## src/rtl/alarm_ctrl_if.sv

```systemverilog
// ----------------------------------------------------------------------------
// alarm_ctrl_if
// Bundle of the front-panel/sensor inputs and the siren-side outputs of the
// alarm controller.
//
// Handshake: there is no valid/ready pair here. Every input is a level that
// is sampled on each rising clk edge, and every output is a registered level
// that changes only on a rising edge (or on async reset).
//
// Signals:
//   panic     in   panic button, forces alarm regardless of arming
//   enable    in   system armed when 1; 0 disarms and clears latched state
//   exiting   in   occupant leaving; suppresses intrusion detection
//   window    in   window sensor open
//   door      in   door sensor open
//   garage    in   garage sensor open
//   alarm     out  siren request (registered)
//   trip_zone out  {garage, door, window} snapshot at first trip
//   armed     out  registered (enable & ~exiting)
//   state_dbg out  intrusion latch state (0 = clear, 1 = latched)
// ----------------------------------------------------------------------------
interface alarm_ctrl_if;
    logic       panic;
    logic       enable;
    logic       exiting;
    logic       window;
    logic       door;
    logic       garage;
    logic       alarm;
    logic [2:0] trip_zone;
    logic       armed;
    logic       state_dbg;

    // Driver side (front panel / sensors / testbench).
    modport master (
        output panic, enable, exiting, window, door, garage,
        input  alarm, trip_zone, armed, state_dbg
    );

    // Controller side.
    modport slave (
        input  panic, enable, exiting, window, door, garage,
        output alarm, trip_zone, armed, state_dbg
    );
endinterface

```

## src/rtl/alarm_ctrl.sv

```systemverilog
// ----------------------------------------------------------------------------
// alarm_ctrl
// Home-security alarm controller. Combines panic, arming, exit-delay flag and
// three intrusion sensors into one registered siren request, and records which
// zones were open when the intrusion alarm first tripped.
//
// Ports:
//   clk  in   system clock, rising edge
//   rst  in   asynchronous, active-high reset
//   bus  slave modport of alarm_ctrl_if (inputs and registered outputs)
//
// Parameters:
//   LATCH_EN  1: intrusion alarm latches until disarm (enable=0) or reset
//             0: intrusion alarm follows the inputs each cycle
// ----------------------------------------------------------------------------
module alarm_ctrl #(
    parameter bit LATCH_EN = 1'b1
) (
    input  logic         clk,
    input  logic         rst,
    alarm_ctrl_if.slave  bus
);

    typedef enum logic {
        ST_CLEAR   = 1'b0,
        ST_LATCHED = 1'b1
    } state_e;

    state_e     state_q, state_d;
    logic       alarm_q, alarm_d;
    logic [2:0] trip_zone_q, trip_zone_d;
    logic       armed_q, armed_d;

    logic [2:0] zone;
    logic       intrusion;

    always_ff @(posedge clk or posedge rst) begin
        if (rst) begin
            state_q     <= ST_CLEAR;
            alarm_q     <= 1'b0;
            trip_zone_q <= 3'b000;
            armed_q     <= 1'b0;
        end else begin
            state_q     <= state_d;
            alarm_q     <= alarm_d;
            trip_zone_q <= trip_zone_d;
            armed_q     <= armed_d;
        end
    end

    always_comb begin
        zone        = {bus.garage, bus.door, bus.window};
        intrusion   = bus.enable & ~bus.exiting & (|zone);
        state_d     = state_q;
        trip_zone_d = trip_zone_q;
        alarm_d     = 1'b0;
        armed_d     = bus.enable & ~bus.exiting;

        if (LATCH_EN) begin
            // Disarm has priority over a new or held intrusion.
            if (!bus.enable) begin
                state_d = ST_CLEAR;
            end else if (intrusion) begin
                state_d = ST_LATCHED;
            end
            // Snapshot only on the clear->latched transition, then hold.
            if (state_d == ST_CLEAR) begin
                trip_zone_d = 3'b000;
            end else if (state_q == ST_CLEAR) begin
                trip_zone_d = zone;
            end
        end else begin
            state_d     = intrusion ? ST_LATCHED : ST_CLEAR;
            trip_zone_d = intrusion ? zone : 3'b000;
        end

        // Panic is never stored in the latch, so it drops as soon as released.
        alarm_d = bus.panic | (state_d == ST_LATCHED);
    end

    assign bus.alarm     = alarm_q;
    assign bus.trip_zone = trip_zone_q;
    assign bus.armed     = armed_q;
    assign bus.state_dbg = state_q;

endmodule

```

## src/flat_wrapper.sv

```systemverilog
// flat-port wrapper written by rule: the top's interface ports become plain ports
module alarm_ctrl_flat 
#(
    parameter bit LATCH_EN = 1'b1
)
  (clk, rst, bus_panic, bus_enable, bus_exiting, bus_window, bus_door, bus_garage, bus_alarm, bus_trip_zone, bus_armed, bus_state_dbg);
  alarm_ctrl_if bus_i ();
  input  logic clk;
  input  logic rst;
  input wire logic [$bits(bus_i.panic)-1:0] bus_panic;
  input wire logic [$bits(bus_i.enable)-1:0] bus_enable;
  input wire logic [$bits(bus_i.exiting)-1:0] bus_exiting;
  input wire logic [$bits(bus_i.window)-1:0] bus_window;
  input wire logic [$bits(bus_i.door)-1:0] bus_door;
  input wire logic [$bits(bus_i.garage)-1:0] bus_garage;
  output wire logic [$bits(bus_i.alarm)-1:0] bus_alarm;
  output wire logic [$bits(bus_i.trip_zone)-1:0] bus_trip_zone;
  output wire logic [$bits(bus_i.armed)-1:0] bus_armed;
  output wire logic [$bits(bus_i.state_dbg)-1:0] bus_state_dbg;
  assign bus_i.panic = bus_panic;
  assign bus_i.enable = bus_enable;
  assign bus_i.exiting = bus_exiting;
  assign bus_i.window = bus_window;
  assign bus_i.door = bus_door;
  assign bus_i.garage = bus_garage;
  assign bus_alarm = bus_i.alarm;
  assign bus_trip_zone = bus_i.trip_zone;
  assign bus_armed = bus_i.armed;
  assign bus_state_dbg = bus_i.state_dbg;
  alarm_ctrl #(.LATCH_EN(LATCH_EN)) u_core (.clk(clk), .rst(rst), .bus(bus_i));
endmodule
```

## config.mk

```make
export PLATFORM = sky130hd
export DESIGN_NAME = alarm_ctrl_flat
export DESIGN_NICKNAME = d
export VERILOG_FILES = /design/src/rtl/alarm_ctrl_if.sv /design/src/rtl/alarm_ctrl.sv /design/src/flat_wrapper.sv
export SDC_FILE = /design/constraint.sdc
export NUM_CORES = 1
export LEC_CHECK = 0
export CAP_MARGIN = 20
export CORE_AREA = 2 2 39 41
export CTS_BUF_LIST = sky130_fd_sc_hd__clkbuf_4 sky130_fd_sc_hd__clkbuf_8
export DETAILED_ROUTE_END_ITERATION = 10
export DIE_AREA = 0 0 41 43
export GPL_TIMING_DRIVEN = 0
export SETUP_SLACK_MARGIN = 0.2
export SYNTH_ARGS = -nofsm -noshare
export SYNTH_HDL_FRONTEND = slang
export SYNTH_SLANG_ARGS = --single-unit
```

## constraint.sdc

```tcl
create_clock -name clk -period 1.65 [get_ports clk]
set_input_delay 0.33 -clock clk [delete_from_list [all_inputs] [get_ports clk]]
set_output_delay 0.33 -clock clk [all_outputs]
set_load 0.01 [all_outputs]
```

**Yosys cells after proc, flatten, opt, wreduce, memory -nomap -nowiden**

Cells that the tools add are included.

- Flip-flop bits (word level): 6
- Latch bits: 0
- Bits in writable memories: 0
- Memory bits (read-only): 0
- Input bits: 8
- Output and inout bits: 6
- Word-level logic and storage cells: 14
- Memories: 0

- Add/subtract/negate cells: 0
- Multipliers: 0
- Divide/modulo/power cells: 0
- Magnitude comparators: 0
- Eq/ne operators: 1
- Shift operators: 0
- Mux-type cells: 4
- Bitwise operators: 4
- Reductions and logical operators: 1

Operators with widths:

| kind | count |
|---|---|
| two-way mux 3 bit | 2 |
| OR reduction 3 bit | 1 |
| AND 1 bit | 2 |
| two-way mux 1 bit | 2 |
| != test 2 bit (second input constant) | 1 |
| inverter 1 bit | 1 |
| bitwise OR 1 bit | 1 |

**Longest topological paths before layout**

Gate-level depths: netlist of the first run.

- Depth after elaboration: 6
- Mapped depth: 2
- Depth with buffers taken out: 2

**Worst setup path before layout of the first run**

No wires, ideal clock.

- Path kind: register to register
- Start point: register u_core.state_q, in the netlist u_core.bus.state_dbg
- End point: register u_core.trip_zone_q[2], in the netlist u_core.bus.trip_zone[2]
- Library setup time: 111 ps
- Arrival time: 983 ps
- Required time: 1,539 ps
- Path slack: 556 ps
- Cell stages (with the launch flop): 3
- Buffers on the path: 0
- Clock period less this slack: 1,094 ps
- Path through: dfrtp_1 -> a21bo_1 -> a2111oi_2

- Cells in the longest elaborated chain, start to end: 3
- Elaborated cells on any way between the ends: 4
- Those cells by class: eq/ne: 1; mux: 3

Ends and longest elaborated chain:

| element | line | text |
|---|---|---|
| start: declaration | alarm_ctrl.sv:29 | `state_e state_q, state_d;` |
| start signal: assignment | alarm_ctrl.sv:44 | `state_q <= state_d;` |
| two-way mux 1 bit | alarm_ctrl.sv:63 | `end else if (intrusion) begin` |
| two-way mux 1 bit | alarm_ctrl.sv:61 | `if (!bus.enable) begin` |
| != test 2 bit (no line) / two-way mux 3 bit (equally long branches) | - |  |
| end signal: assignment | alarm_ctrl.sv:46 | `trip_zone_q <= trip_zone_d;` |
| end: declaration | alarm_ctrl.sv:31 | `logic [2:0] trip_zone_q, trip_zone_d;` |

Several ways; a longest one is shown, not always the timed one.
A chain may end at the register's enable or synchronous reset.

**Final worst setup path of the first run**

- Start point: register u_core.alarm_q, in the netlist u_core.bus.alarm
- End point: output port bus_alarm

RTL lines:

| element | line | text |
|---|---|---|
| start: declaration | alarm_ctrl.sv:30 | `logic alarm_q, alarm_d;` |
| start signal: assignment | alarm_ctrl.sv:45 | `alarm_q <= alarm_d;` |
| end: declaration | flat_wrapper.sv:16 | `output wire logic [$bits(bus_i.alarm)-1:0] bus_alarm;` |

No word-level cell between the ends.

==> metrics.md, run 1 <==
| Metric | Value |
|---|---|
| Drt pass-1 iters | 4 |
| Fin Clk Skew | 0.001593 ns |
| CTS tree | done |
| CTS Sinks | 6 |
| Final setup margin | 0.2467 ns |
| Number of synthesized register bits | 6 |
| GR peak layer | met4 |
| Syn Nets | 31 |
| Reg2Reg Setup Slack | 0.43 ns |
| Setup TNS Final | 0 ns |
| Area post-placement | 411.6 um^2 |
| WS Path Type | reg2out |
| CP delay by family, top | buffers and inverters |
| Period Utilization, post-route | 0.8505 |
| Reg2Reg Depth | 3 |
| Grt met1 use | 0.08882 |
| R2R Path Start | u_core.bus.state_dbg$_DFF_PP0_ |
| First-pass GRT wire length | 821 um |
| Power Density | 797.3 mW/mm^2 |
| Worst r2r dst | u_core.bus.alarm$_DFF_PP0_ |
| Layout cells sized above 1 | 0.1750 |
| Worst path buffer plus inverter count | 1 |
| Initial Utilization | 0.1890 |
| Worst-path clk slew | 0.04 ns |
| Worst slew pin tran | 0.4090 ns |
| Final wirelength | 528 um |
| Worst-path fanout max | 1 |
| Relative slew margins | 0.7250 |
| Clock Root Buffer | clkbuf_4 |
| Drt via density | 4.107 |
| Cell count after synthesis | 23 |
| Most frequent cells in the layout | clkdlybuf4s50_1 (8), dfrtp_1 (5), inv_1 (3), clkbuf_4 (3), dlygate4sd2_1 (3) |
| Global placement routability congestion | 0.7489 |
| Die width | 41 um |
| Number of buffers added on ports | 13 |
| Final slew viol count | 0 |
| Syn_area_per_cell | 11.37 um^2 |
| CP Cell Sequence | clkdlybuf4s50_1 |
| Met2 Use GR | 0.08750 |
| DR WL/cell | 9.429 um |
| Met3 GRT Util | 0.01571 |
| Routed Antenna Nets | 0 |
| Num CTS Buffers | 3 |
| DRC violations left | 0 |
| Vias post-DR | 230 |
| Period minus WS final | 1.403 ns |
| Synth unique cells | 13 |
| Final instance area | 444.2 um^2 |
| # H-tree levels | 1 |
| Cell taking the most area after synthesis | dfrtp_1 |
| Hold Buf Count CTS | 0 |
| Initial drt markers | 2 |
| Setup crit end kind | primary output |
| Top cells by area, synth | dfrtp_1 (57%), or3b_1 (6.7%), a2111oi_2 (5.7%) |
| Final Util | 0.3210 |
| I/O Pins | 14 |
| Clk_lat worst skew | 0.24 ns |
| Pre-CTS WS | 0.1579 ns |
| Vias in the first global route | 203 |
| Die Y | 43 um |
| Yosys warns | 0 |
| Final Setup Violations | 0 |
| Tightest Hold Check Type | in2async |
| Die ar. | 0.001763 mm^2 |
| Initial antenna violation count | 0 |
| Crit path launch type | flip-flop |
| Post-Syn Area | 261.5 um^2 |
| Slowest cell delay on critical path | 0.53 ns |
| LEAKAGE | 0.2278 nW |
| Maxcap violations | 0 |
| Post-synth top area share | 0.5742 |
| Critical path's slowest cell | clkdlybuf4s50_1 |
| Row count | 14 |
| Grt ovf | 0 |
| Arrival @ worst endpoint | 1.07 ns |
| Maximum number of pins on one net before global-route repair | 9 |
| Max VDD drop | 0.0002193 V |
| Post-synthesis sequential area ratio | 0.5742 |
| Final hold vios | 0 |
| Outcome | complete, no violations |
| Area grow syn2layout | 69.86% |
| Worst Path Required | 1.32 ns |
| Total core area | 0.001384 mm^2 |
| Buffer depth of the longest clock path | 2 |
| Unrepaired setup endpoints after global routing | no |
| Fin nets | 50 |
| Commonest non-fill, non-tap cell in the layout | clkdlybuf4s50_1 |
| # diodes | 0 |
| Gr usage total | 0.07685 |
| Fmax | 712.6 MHz |
## power breakdown
group	switching, mW	internal, mW
Clock	0.0479	0.0819
Combinational	0.0278	0.0367
Sequential	0.00333	0.156
Total	0.0790	0.275
## per-stage QoR
step | instances | hold WS, ns | power [mW]
after floorplan | 23 | 0.1210 | 0.1872
after global placement | 52 | 0.5261 | 0.2269
after detailed placement | 52 | 0.5291 | 0.2274
after CTS | 56 | 0.3067 | 0.3606
after global routing | 56 | 0.3107 | 0.3779
final | 56 | 0.3004 | 0.3542
## cells in the mapped netlist
master,instances
dfrtp_1,6
inv_1,3
a21oi_1,2
nand2_1,2
or3b_1,2
a2111oi_2,1
a21bo_1,1
nand3_1,1
nor2_1,1
nor2b_1,1
nor3_1,1
nor4_2,1
o31ai_1,1
## registers in the layout, indices dropped and copies added (netlist names)
register,cells
u_core.bus.alarm,1
u_core.bus.armed,1
u_core.bus.state_dbg,1
u_core.bus.trip_zone,3
## metal layers
layer	vias to the layer above	part of all wire
met4	0	0
met2	12	0.49
met5	-	0
met1	102	0.39
li1	116	-
met3	0	0.11
## layout make-up
type,instances,area (um^2)
clock buffers,3,22.52
fillers,159,939.7
inverters,3,11.26
multi-input cells,14,100.1
flip-flops and latches,6,151.4
well taps,16,20.02
repair buffers,14,138.9
## logic make-up after synthesis
kind of cell,share of synthesized area
buf+inv,0.04306
compound gates,0.1627
flops,0.5741
simple gates,0.2201
## what timing repair did
item	4_1_cts	5_1_grt
pin swaps	0	0
buffers inserted	1	0
endpoints found under the setup margin	4	2
cloned	0	0
resized for setup	4	2
## worst max-delay path by stage
stage,startpoint,depth (start not counted),to,slack (ns)
after floorplan,u_core.bus.state_dbg$_DFF_PP0_,2,u_core.bus.trip_zone[2]$_DFFE_PP0P_,0.56
after global placement,bus_garage,3,u_core.bus.trip_zone[2]$_DFFE_PP0P_,0.15
after detailed placement,bus_garage,3,u_core.bus.trip_zone[2]$_DFFE_PP0P_,0.16
after CTS,u_core.bus.state_dbg$_DFF_PP0_,1,bus_state_dbg,0.19
after global routing,u_core.bus.alarm$_DFF_PP0_,1,bus_alarm,0.20
final,u_core.bus.alarm$_DFF_PP0_,1,bus_alarm,0.25
No activity file was read; power rests on OpenSTA's default activity.
==> run 2, diff against run 1 <==
Clock period 1.65 ns to 1.8 ns, I/O delays scaled along.
==> metrics.md, run 2 (same netlist as run 1, synthesis figures left out) <==
| Metric | Value |
|---|---|
| Final Setup Violations | 0 (unchanged) |
| Power Density | 740.7 mW/mm^2 (was 797.3 mW/mm^2) |
| CP Cell Sequence | clkdlybuf4s50_1 (unchanged) |
| Crit path launch type | flip-flop (unchanged) |
| I/O Pins | 14 (unchanged) |
| CP delay by family, top | buffers and inverters (unchanged) |
| Setup TNS Final | 0 ns (unchanged) |
| Fillcell total | 156 (was 159) |
| Worst Path Required | 1.44 ns (was 1.32 ns) |
| Initial drt markers | 2 (unchanged) |
| Drt pass-1 iters | 4 (unchanged) |
| Global placement routability congestion | 0.7489 (unchanged) |
| LEAKAGE | 0.1884 nW (was 0.2278 nW) |
| Grt ovf | 0 (unchanged) |
| Period Utilization, post-route | 0.8222 |
| Worst-path clk slew | 0.04 ns (about the same) |
| Reg area | 151.4 um^2 (unchanged) |
| DRC violations left | 0 (unchanged) |
| Setup crit end kind | primary output (unchanged) |
| Commonest non-fill, non-tap cell in the layout | clkdlybuf4s50_1 (unchanged) |
| Most frequent cells in the layout | clkdlybuf4s50_1 (13), dfrtp_1 (5), inv_1 (3), clkbuf_4 (3) (was clkdlybuf4s50_1 (8), dfrtp_1 (5), inv_1 (3), clkbuf_4 (3), dlygate4sd2_1 (3)) |
| Fin nets | 50 (unchanged) |
| Arrival @ worst endpoint | 1.12 ns (was 1.07 ns) |
| Period minus WS final | 1.480 ns |
| Drt via density | 4.107 (unchanged) |
| Final hold vios | 0 (unchanged) |
| Maxcap violations | 0 (unchanged) |
| Vias in the first global route | 200 (was 203) |
| Clock Root Buffer | clkbuf_4 (unchanged) |
| Critical path's slowest cell | clkdlybuf4s50_1 (unchanged) |
| Initial Utilization | 0.1890 (unchanged) |
| Gr usage total | 0.07482 (was 0.07685) |
| Largest register FFs | 3 (unchanged) |
| Multi-input logic area | 100.1 um^2 (unchanged) |
| Final slew viol count | 0 (unchanged) |
| Clk_lat worst skew | 0.24 ns (about the same) |
| Die Y | 43 um (unchanged) |
| Maximum number of pins on one net before global-route repair | 9 (unchanged) |
| Final Util | 0.3201 (was 0.3210) |
| Slowest cell delay on critical path | 0.54 ns (was 0.53 ns) |
| First-pass GRT wire length | 793 um (was 821 um) |
| Die ar. | 0.001763 mm^2 (unchanged) |
| WS Path Type | reg2out (unchanged) |
| Fmax | 675.7 MHz |
| Worst slew pin tran | 0.4090 ns (about the same) |
| Vias post-DR | 230 (unchanged) |
| Relative slew margins | 0.7250 (unchanged) |
| # diodes | 0 (unchanged) |
| Num CTS Buffers | 3 (unchanged) |
| Worst-path fanout max | 2 (was 1) |
| Tightest Hold Check Type | in2async (unchanged) |
| Initial antenna violation count | 0 (unchanged) |
| Buffer depth of the longest clock path | 2 (unchanged) |
| CTS tree | done (unchanged) |
| DR WL/cell | 9.357 um (was 9.429 um) |
| # H-tree levels | 1 (unchanged) |
| Unrepaired setup endpoints after global routing | no (unchanged) |
| Max VDD drop | 0.0002017 V (was 0.0002193 V) |
| Worst path buffer plus inverter count | 1 (unchanged) |
| Row count | 14 (unchanged) |
| CTS Sinks | 6 (unchanged) |
| Outcome | complete, no violations (unchanged) |
| Number of buffers added on ports | 13 (unchanged) |
| Fin Clk Skew | 0.001593 ns (unchanged) |
| Layout cells sized above 1 | 0.1750 (unchanged) |
| Routed Antenna Nets | 0 (unchanged) |
| Tot Pwr | 0.3281 mW (was 0.3542 mW) |
| Total core area | 0.001384 mm^2 (unchanged) |
| Area grow syn2layout | 69.38% (was 69.86%) |
| Final wirelength | 524 um (was 528 um) |
| Die width | 41 um (unchanged) |
## run 2: cell count changes in the layout (fill, tap and decap cells not counted)
cell	delta
dlygate4sd2_1	-3
clkdlybuf4s50_1	+5
dlymetal6s2s_1	-2
## run 2: what timing repair did
action / CTS / global route
gates resized for setup: 1 / 0
hold buffers: 0 / 0
setup endpoints to repair: 1 / 0
buffers inserted: 1 / 0
## run 2: layer usage
layer  wire length (um)  vias up  share of wire  track usage
met2                261       12           0.50      0.08438
li1                   -      116              -            -
met5                  0        -              0            0
met3                 55        0           0.10      0.01571
met1                207      102           0.40      0.08553
met4                  0        0              0       0.1200
## run 2: path summary, 6_finish.rpt
check,from,end,slack [ns],cells past startpoint
max,u_core.bus.trip_zone[2]$_DFFE_PP0P_,bus_trip_zone[2],0.32,1
min,rst,u_core.bus.trip_zone[2]$_DFFE_PP0P_,0.33,2
max reg2reg,u_core.bus.state_dbg$_DFF_PP0_,u_core.bus.alarm$_DFF_PP0_,0.57,3
min reg2reg,u_core.bus.trip_zone[0]$_DFFE_PP0P_,u_core.bus.trip_zone[0]$_DFFE_PP0P_,0.53,2
max in group asynchronous,rst,u_core.bus.state_dbg$_DFF_PP0_,1.27,2
min in group clk,u_core.bus.trip_zone[0]$_DFFE_PP0P_,u_core.bus.trip_zone[0]$_DFFE_PP0P_,0.53,2
## run 2: final cells by class
class | instances | area share
sequential | 6 | 0.3418
multi-input combinational | 14 | 0.2260
timing repair buffer | 14 | 0.3107
inverter | 3 | 0.02542
clock buffer | 3 | 0.05085
tap | 16 | 0.04520
## run 2: report_power, final
part	switching, mW	internal, mW	total [mW]	leakage, nW
combinational	0.0254	0.0368	0.0622	0.0990
sequential	0.00339	0.143	0.147	0.0757
clock	0.0439	0.0751	0.119	0.0138
## run 2: through the flow
step	hold WS, ns	setup WS (ns)	cell area [um^2]	std cells
after global placement	0.5261	0.2705	411.6	52
after floorplan	0.1510	0.7056	261.5	23
after global routing	0.3407	0.2733	442.9	56
after detailed placement	0.5291	0.2779	411.6	52
final	0.3304	0.3201	442.9	56
after CTS	0.3367	0.3080	442.9	56
